<file path="src/rtl/game_pkg.sv">
// Shared types and screen constants for the player motion logic.
package game_pkg;

  // Default coordinate widths and playfield limits
  localparam int DEF_XW        = 10;
  localparam int DEF_YW        = 9;
  localparam int SCREEN_X_MAX  = 199;
  localparam int SCREEN_KILL_Y = 250;

  // Bit positions of the buttons inside the packed button bus
  localparam int BTN_LEFT  = 0;
  localparam int BTN_RIGHT = 1;
  localparam int BTN_JUMP  = 2;
  localparam int NUM_BTN   = 3;

  typedef logic [DEF_XW-1:0] coord_x_t;
  typedef logic [DEF_YW-1:0] coord_y_t;

  typedef enum logic {
    RUN  = 1'b0,
    DEAD = 1'b1
  } motion_state_e;

endpackage

</file>
<file path="src/rtl/tick_edge_detect.sv">
// Rising-edge detector for button levels, sampled only on movement ticks.
// While hold is high the history is frozen, so a press made during a
// pause is still seen as a fresh edge when movement resumes.
module tick_edge_detect #(
  parameter int N = 3
) (
  input  logic         clk,
  input  logic         reset,
  input  logic         tick,
  input  logic         hold,
  input  logic [N-1:0] btn,
  output logic [N-1:0] edges
);

  logic [N-1:0] prev_reg;
  logic         sample;

  assign sample = tick && !hold;

  // Remember the button levels seen on the last acting tick
  always_ff @(posedge clk) begin
    if (reset) begin
      prev_reg <= '0;
    end else if (sample) begin
      prev_reg <= btn;
    end
  end

  for (genvar gi = 0; gi < N; gi++) begin : g_edge
    assign edges[gi] = sample && btn[gi] && !prev_reg[gi];
  end

endmodule

</file>
<file path="src/rtl/player_motion_ctrl.sv">
// Player position / physics controller: edge-triggered left/right/jump,
// periodic gravity, map advance at the right border and fall-death latch.
module player_motion_ctrl
  import game_pkg::*;
#(
  parameter int XW          = DEF_XW,
  parameter int YW          = DEF_YW,
  parameter int NUM_MAPS    = 2,
  parameter int MAPW        = 1,
  parameter int X_INIT      = 20,
  parameter int Y_INIT      = 20,
  parameter int X_MAX       = SCREEN_X_MAX,
  parameter int STEP_X      = 15,
  parameter int JUMP_Y      = 20,
  parameter int GRAV_Y      = 15,
  parameter int GRAV_PERIOD = 20,
  parameter int KILL_Y      = SCREEN_KILL_Y
) (
  input  logic            clk,
  input  logic            reset,
  input  logic            tick,
  input  logic            enable,
  input  logic            freeze,
  input  logic            btn_left,
  input  logic            btn_right,
  input  logic            btn_jump,
  output logic [XW-1:0]   char_x,
  output logic [YW-1:0]   char_y,
  output logic [MAPW-1:0] map_sel,
  output logic            map_adv,
  output logic            fell
);

  localparam int CW = $clog2(GRAV_PERIOD + 1);

  // Constants widened by one bit so sums and compares cannot wrap
  localparam logic [XW:0]     STEP_XW  = (XW + 1)'(STEP_X);
  localparam logic [XW:0]     X_MAX_W  = (XW + 1)'(X_MAX);
  localparam logic [YW:0]     JUMP_YW  = (YW + 1)'(JUMP_Y);
  localparam logic [YW:0]     GRAV_YW  = (YW + 1)'(GRAV_Y);
  localparam logic [YW:0]     KILL_YW  = (YW + 1)'(KILL_Y);
  localparam logic [YW:0]     Y_SAT    = {1'b0, {YW{1'b1}}};
  localparam logic [MAPW-1:0] MAP_LAST = MAPW'(NUM_MAPS - 1);
  localparam logic [CW-1:0]   GRAV_P   = CW'(GRAV_PERIOD);

  motion_state_e   state_reg, state_next;
  logic [XW-1:0]   x_reg, x_next;
  logic [YW-1:0]   y_reg, y_next;
  logic [MAPW-1:0] map_reg, map_next;
  logic [CW-1:0]   cnt_reg, cnt_next;
  logic            adv_reg, adv_next;
  logic            fell_reg, fell_next;

  logic [NUM_BTN-1:0] btn;
  logic [NUM_BTN-1:0] edges;
  logic               hold;
  logic               run_step;
  logic [YW:0]        y_fall;

  assign btn      = {btn_jump, btn_right, btn_left};
  assign hold     = freeze || (state_reg == DEAD) || !enable;
  assign run_step = tick && !hold;
  assign y_fall   = {1'b0, y_reg} + GRAV_YW;

  tick_edge_detect #(
    .N(NUM_BTN)
  ) u_edge (
    .clk   (clk),
    .reset (reset),
    .tick  (tick),
    .hold  (hold),
    .btn   (btn),
    .edges (edges)
  );

  // One movement action per acting tick, plus gravity counter and fall check
  always_comb begin
    x_next    = x_reg;
    y_next    = y_reg;
    map_next  = map_reg;
    cnt_next  = cnt_reg;
    adv_next  = 1'b0;
    fell_next = fell_reg;
    if (run_step) begin
      if (edges[BTN_LEFT]) begin
        x_next = ({1'b0, x_reg} >= STEP_XW) ? (x_reg - STEP_XW[XW-1:0]) : '0;
      end else if (edges[BTN_RIGHT]) begin
        if (({1'b0, x_reg} + STEP_XW) <= X_MAX_W) begin
          x_next = x_reg + STEP_XW[XW-1:0];
        end else if (map_reg < MAP_LAST) begin
          x_next   = '0;
          map_next = map_reg + MAPW'(1);
          adv_next = 1'b1;
        end else begin
          x_next = X_MAX_W[XW-1:0];
        end
      end else if (edges[BTN_JUMP]) begin
        y_next = ({1'b0, y_reg} >= JUMP_YW) ? (y_reg - JUMP_YW[YW-1:0]) : '0;
      end else if (cnt_reg == GRAV_P) begin
        y_next = (y_fall > Y_SAT) ? Y_SAT[YW-1:0] : y_fall[YW-1:0];
      end
      // Any held button (not just an edge) restarts the idle period
      if (|btn || (cnt_reg == GRAV_P)) begin
        cnt_next = '0;
      end else begin
        cnt_next = cnt_reg + CW'(1);
      end
      if ({1'b0, y_next} >= KILL_YW) begin
        fell_next = 1'b1;
      end
    end
  end

  // Enter DEAD on the same tick the fall latch sets; only reset leaves it
  always_comb begin
    state_next = state_reg;
    if ((state_reg == RUN) && fell_next) begin
      state_next = DEAD;
    end
  end

  // State and datapath registers
  always_ff @(posedge clk) begin
    if (reset) begin
      state_reg <= RUN;
      x_reg     <= XW'(X_INIT);
      y_reg     <= YW'(Y_INIT);
      map_reg   <= '0;
      cnt_reg   <= '0;
      adv_reg   <= 1'b0;
      fell_reg  <= 1'b0;
    end else begin
      state_reg <= state_next;
      x_reg     <= x_next;
      y_reg     <= y_next;
      map_reg   <= map_next;
      cnt_reg   <= cnt_next;
      adv_reg   <= adv_next;
      fell_reg  <= fell_next;
    end
  end

  assign char_x  = x_reg;
  assign char_y  = y_reg;
  assign map_sel = map_reg;
  assign map_adv = adv_reg;
  assign fell    = fell_reg;

endmodule

</file>
<file path="config.mk">
export PLATFORM = sky130hd
export DESIGN_NAME = player_motion_ctrl
export DESIGN_NICKNAME = d
export VERILOG_FILES = /design/src/rtl/game_pkg.sv /design/src/rtl/tick_edge_detect.sv /design/src/rtl/player_motion_ctrl.sv
export SDC_FILE = /design/constraint.sdc
export NUM_CORES = 1
export LEC_CHECK = 0
export CAP_MARGIN = 0
export CELL_PAD_IN_SITES_DETAIL_PLACEMENT = 1
export CELL_PAD_IN_SITES_GLOBAL_PLACEMENT = 2
export CORE_UTILIZATION = 29
export CTS_BUF_LIST = sky130_fd_sc_hd__clkbuf_8 sky130_fd_sc_hd__clkbuf_16
export CTS_CLUSTER_SIZE = 8
export DETAILED_ROUTE_END_ITERATION = 12
export PLACE_DENSITY_LB_ADDON = 0.2
export SYNTH_ARGS = -nofsm -noshare
export SYNTH_HDL_FRONTEND = slang
export SYNTH_SLANG_ARGS = --single-unit
</file>
<file path="constraint.sdc">
create_clock -name clk -period 2.5 [get_ports clk]
set_input_delay 0.25 -clock clk [delete_from_list [all_inputs] [get_ports clk]]
set_output_delay 0.25 -clock clk [all_outputs]
set_load 0.05 [all_outputs]
</file>
Yosys cells after proc, flatten, opt, wreduce, memory -nomap -nowiden
Index checks and enable logic that the tools add are counted.
{"block": "word_totals", "register_bits": 31, "rom_bits": 0, "out_inout_bits": 22, "ram_bits": 0, "word_cells": 64, "in_bits": 8, "n_memories": 0, "latch_bits": 0}
{"block": "op_classes", "multipliers": 0, "n_lt_le_gt_ge": 6, "bitwise_logic": 5, "n_eq_ne": 1, "add_sub_neg": 7, "mux": 16, "div_mod_pow": 0, "reduce_logical": 21, "shift": 0}
{"op": "$mux W9", "n": 7}
{"op": "$mux W10", "n": 4}
{"op": "$add A10 B4 Y11 const B", "n": 1}
{"op": "$le A11 B8 Y1 const B", "n": 1}
{"op": "$add A10 B4 Y10 const B", "n": 1}
{"op": "$add A9 B4 Y10 const B", "n": 1}
{"op": "$ge A10 B4 Y1 const B", "n": 1}
{"op": "$gt A10 B9 Y1 const B", "n": 1}
{"op": "$sub A10 B4 Y10 const B", "n": 1}
{"op": "$ge A9 B5 Y1 const B", "n": 1}
{"op": "$ge A9 B8 Y1 const B", "n": 1}
{"op": "$sub A9 B5 Y9 const B", "n": 1}
{"op": "$logic_and A1 B1 Y1", "n": 8}
{"op": "$mux W8", "n": 1}
{"op": "$add A5 B1 Y5 const B", "n": 1}
{"op": "$eq A5 B5 Y1 const B", "n": 1}
{"op": "$logic_not A1 Y1", "n": 5}
{"op": "$mux W5", "n": 1}
{"op": "$not A1 Y1", "n": 5}
{"op": "$reduce_and A5 Y1", "n": 1}
{"op": "$reduce_or A5 Y1", "n": 1}
{"op": "$logic_or A1 B1 Y1", "n": 3}
{"op": "$mux W1", "n": 3}
{"op": "$reduce_or A3 Y1", "n": 1}
{"op": "other kinds (4)", "n": 4}

Depth between registers and ports, before layout
{"block": "logic_depth", "word_depth": 14, "ltp_mapped": 10, "ltp_nobuf": 9}

By module
From an unflattened synthesis, not the netlist that was laid out.
{"block": "hier_totals", "cells_unflattened": 340, "hier_area_um2": 2616.3}
{"module": "player_motion_ctrl", "seq_area_each_um2": 560.5, "area_each_um2": 2421.1, "instances": 1, "cells_each": 323}
{"module": "tick_edge_detect", "seq_area_each_um2": 60.1, "area_each_um2": 195.2, "instances": 1, "cells_each": 17}

Worst setup path before layout
No wires, ideal clock.
{"block": "synth_path", "kind": "register to register", "from": "register y_reg[3], in the netlist char_y[3]", "to": "register y_reg[4], in the netlist char_y[4]", "synth_period_minus_slack_ns": 2.888, "arrival_ns": 2.768, "path_stages_with_launch": 10, "setup_time_ns": 0.120, "path_buffers": 1, "required_time_ns": 2.380, "setup_slack_ns": -0.388, "path_cell_list": "dfxtp_1 -> clkbuf_1 -> inv_1 -> ha_1 -> a31o_2 -> or4_1 -> a21oi_1 -> o21ai_0 -> a32o_1 -> a211o_1"}
{"block": "synth_via", "elab_chain_cells": 8, "word_cells_on_any_way": 11, "cone_classes": "add/sub (2); order compare (2); mux (7)"}
{"element": "start, declared", "line": "player_motion_ctrl.sv:48", "source": "logic [YW-1:0] y_reg, y_next;"}
{"element": "start signal, assigned", "line": "player_motion_ctrl.sv:127", "source": "y_reg <= YW'(Y_INIT);"}
{"element": "start signal, assigned", "line": "player_motion_ctrl.sv:135", "source": "y_reg <= y_next;"}
{"element": "$add A9 B4 Y10", "line": "player_motion_ctrl.sv:63", "source": "assign y_fall = {1'b0, y_reg} + GRAV_YW;"}
{"element": "$gt A10 B9 Y1", "line": "player_motion_ctrl.sv:100", "source": "y_next = (y_fall > Y_SAT) ? Y_SAT[YW-1:0] : y_fall[YW-1:0];"}
{"element": "$mux W9", "line": "player_motion_ctrl.sv:100"}
{"element": "$mux W9", "line": "player_motion_ctrl.sv:99", "source": "end else if (cnt_reg == GRAV_P) begin"}
{"element": "$mux W9 (*)", "line": "player_motion_ctrl.sv:97", "source": "end else if (edges[BTN_JUMP]) begin"}
{"element": "$mux W9 (*)", "line": "player_motion_ctrl.sv:87", "source": "end else if (edges[BTN_RIGHT]) begin"}
{"element": "$mux W9 (*)", "line": "player_motion_ctrl.sv:85", "source": "if (edges[BTN_LEFT]) begin"}
{"element": "$mux W9 (*)", "line": "player_motion_ctrl.sv:84", "source": "if (run_step) begin"}
Mark *: on every way between the ends. The rest lies on a longest branch, timed or not. The select of a mux whose other input is x is not followed.
A chain may end at the register's enable or synchronous reset.

Final worst setup path
{"block": "layout_path", "from": "register x_reg[0], in the netlist char_x[0]", "to": "register x_reg[6], in the netlist char_x[6]"}
{"block": "layout_via", "elab_chain_cells": 5, "word_cells_on_any_way": 9, "cone_classes": "add/sub (3); order compare (2); mux (4)"}
{"element": "start, declared", "line": "player_motion_ctrl.sv:47", "source": "logic [XW-1:0] x_reg, x_next;"}
{"element": "start signal, assigned", "line": "player_motion_ctrl.sv:126", "source": "x_reg <= XW'(X_INIT);"}
{"element": "start signal, assigned", "line": "player_motion_ctrl.sv:134", "source": "x_reg <= x_next;"}
{"element": "$add A10 B4 Y11", "line": "player_motion_ctrl.sv:88", "source": "if (({1'b0, x_reg} + STEP_XW) <= X_MAX_W) begin"}
{"element": "$le A11 B8 Y1", "line": "player_motion_ctrl.sv:88"}
{"element": "$mux W10", "line": "player_motion_ctrl.sv:88"}
{"element": "$mux W10", "line": "player_motion_ctrl.sv:87"}
{"element": "$mux W10 (*)", "line": "player_motion_ctrl.sv:85"}
Marks and branches as above.

==> summary.md <==
| Metric | Value |
|---|---|
| Status | completed |
| EDFF count, synth | 0 |
| Commonest non-fill, non-tap cell in the layout | buf_4 |
| Setup TNS | 0 ps |
| Wirelength per Cell | 18.1 µm |
| Sequential-to-total area share from yosys stat | 24.5% |
| Final Max Tran Viols | 0 |
| Ys async rst share | 0% |
| Starting DRC count in detailed routing | 122 |
| Core area | 8340 µm² |
| CP required | 2670 ps |
| Layout cells sized above 1 | 23.2% |
| Die width | 95.4 µm |
| Min-delay src | u_edge.prev_reg[0]$_SDFFE_PP0P_ |
| Max-cap viol count | 0 |
| Final setup fails | 0 |
| Syn Area/Cell | 7.45 µm² |
| Placed wire-length estimate | 7040 µm |
| Antenna violations before repair | 0 |
| Post-DP Area | 3180 µm² |
| Mapped Nets | 357 |
| Clock transition at path regs | 70 ps |
| Netlist cell types | 72 |
| Final Skew | 9.60 ps |
| Hold-fix buffers, CTS | 0 |
| Setup slack after layout | 87.2 ps |
| Final WL | 9080 µm |
| Fin. Hold Viols | 0 |
| Vias per cell | 5.57 |
| N_diodes | 0 |
| Pre-CTS WS | -72.4 ps |
| Yosys warnings | 0 |
| Drt drc | 0 |
| Worst setup path class | reg -> reg |
| First-pass GRT wire length | 14800 µm |
| Vias | 2797 |
| Post-route cell area | 3340 µm² |
| Crit Path Max Fanout | 5 |
| Worst hold slack | 457 ps |
| R2r startpoint | char_x[0]$_SDFFE_PP0P_ |
| CTS max path bufs | 2 |
| Synth Instances | 340 |
| Die area | 9110 µm² |
| CP Data Arrival Time | 2580 ps |
| Initial DRT Pass Iterations | 4 |
| Pin count of the biggest net entering global routing | 27 |
| Max H-tree Level | 2 |
| Tightest Pin Transition | 622 ps |
| Sink count of the clock tree | 31 |
| Crit end category | flop |
| Max Clock Freq | 414 MHz |
| Std cell rows | 33 |
| RSZ-0062 raised after global routing | false |
| Die H | 95.4 µm |
| Total grt overflow | 0 |
| CTS root buffer | clkbuf_8 |
| Layout area overhead | 31.9% |
| Final net count | 414 |
| Cell Pwr Density | 377 nW/µm² |
| CTS tree | built |
| Commonest non-fill, non-tap cells in the layout | buf_4, nand2_1, a21oi_1 |
| Max reg flops | 10 |
| Port Buf Inserts | 29 |
| Top-Level Pins | 30 |
| Tmin final | 2410 ps |
| GRT Util Overall | 21.2% |
| HP Class | reg -> reg |
| Period utilization | 96.5% |
| Initial core utilization | 30.4% |
| VDD IR max | 157 µV |
| Crit start category | flop |
| Top FF cell, synth | dfxtp_1 |
| Synthesized flop and latch total | 31 |
| CTS Buf Count | 5 |
| Final ANT Viol Nets | 0 |
| Mapped Area | 2530 µm² |
| Slew HR | 57.5% |
| Static Leak | 1.21 nW |
| Worst Setup SP | char_x[0]$_SDFFE_PP0P_ |
| GPL Wtd Cong | 0.865 |
| Clk_lat worst skew | 280 ps |
| Vias in the first global route | 2825 |
-- timing repair --
action,4_1_cts,5_1_grt
endpoints found under the setup margin,2,8
setup buffers,0,3
pin swaps,1,4
gates resized for setup,0,13
hold endpoints to repair,0,0
-- layout make-up --
cell class / instances / area (µm²)
tap: 105 / 131
inverter: 11 / 43.8
fill: 1044 / 5000
clock inverter: 2 / 7.51
timing repair buffer: 76 / 643
sequential: 31 / 636
clock buffer: 5 / 68.8
multi-input combinational: 272 / 1810
-- where the power goes --
part           switching (mW)  internal (mW)  total (mW)
Clock                   0.184          0.183       0.368
Sequential             0.0169          0.508       0.524
Combinational           0.215          0.153       0.368
-- synth_stat cells, types with 5 or more instances --
cell | count | area (µm²)
a211oi_1 | 5 | 37.5
a21oi_1 | 33 | 165
a31oi_1 | 7 | 43.8
buf_2 | 5 | 25.0
clkbuf_1 | 14 | 52.6
dfxtp_1 | 31 | 621
ha_1 | 9 | 113
inv_1 | 11 | 41.3
nand2_1 | 35 | 131
nand3_1 | 12 | 60.1
nand4_1 | 5 | 31.3
nor2_1 | 29 | 109
nor3_1 | 12 | 60.1
nor4_1 | 6 | 37.5
o211ai_1 | 5 | 37.5
o21ai_0 | 17 | 85.1
or3_1 | 6 | 37.5
xor2_1 | 6 | 52.6
-- cells by family (layout without fill, tap and decap cells) --
logic type / Yosys count / count (layout) / share of synthesized area, %
AND/OR/NAND/NOR: 143 / 143 / 30.2
AO/OA/AOI/OAI: 109 / 109 / 29.8
buffers and inverters: 37 / 94 / 7.06
flip-flops: 31 / 31 / 24.5
XOR/XNOR: 10 / 10 / 3.46
adder cells (fa/ha/maj): 9 / 9 / 4.45
multiplexers: 1 / 1 / 0.445
-- worst max-delay path, stage by stage, from the launching register on --
cell     delay (ps)
dfxtp_4         360
inv_4            60
ha_4            150
or3b_4          420
or4b_4          540
a21oi_4         150
o22ai_4         110
nand3_2         120
a21oi_1          60
o311a_1         320
-- layer usage --
metal | wire [µm] | global-route usage, % | up-vias
met5 | 0 | 0 | -
met4 | 61 | 4.35 | 0
met3 | 402 | 3.59 | 6
met2 | 3930 | 32.2 | 64
met1 | 4690 | 31.2 | 1349
li1 | - | - | 1378
-- stage by stage --
stage	util, %	cells	power [mW]
floorplan	-	340	0.756
global placement	38.1	492	0.883
detailed placement	38.1	492	0.884
CTS	39.1	499	1.27
global route	40.1	502	1.33
finish	40.1	502	1.26
-- worst paths after layout --
| path | end | slack, ps | depth (start not counted) |
|---|---|---|---|
| hold / removal | u_edge.prev_reg[0]$_SDFFE_PP0P_ | 460 | 2 |
| hold reg to reg | u_edge.prev_reg[0]$_SDFFE_PP0P_ | 460 | 2 |
| setup reg to reg | char_x[6]$_SDFFE_PP0P_ | 90 | 9 |
| setup / recovery | char_x[6]$_SDFFE_PP0P_ | 90 | 9 |
Note: power is estimated with default switching activity, not from simulation.
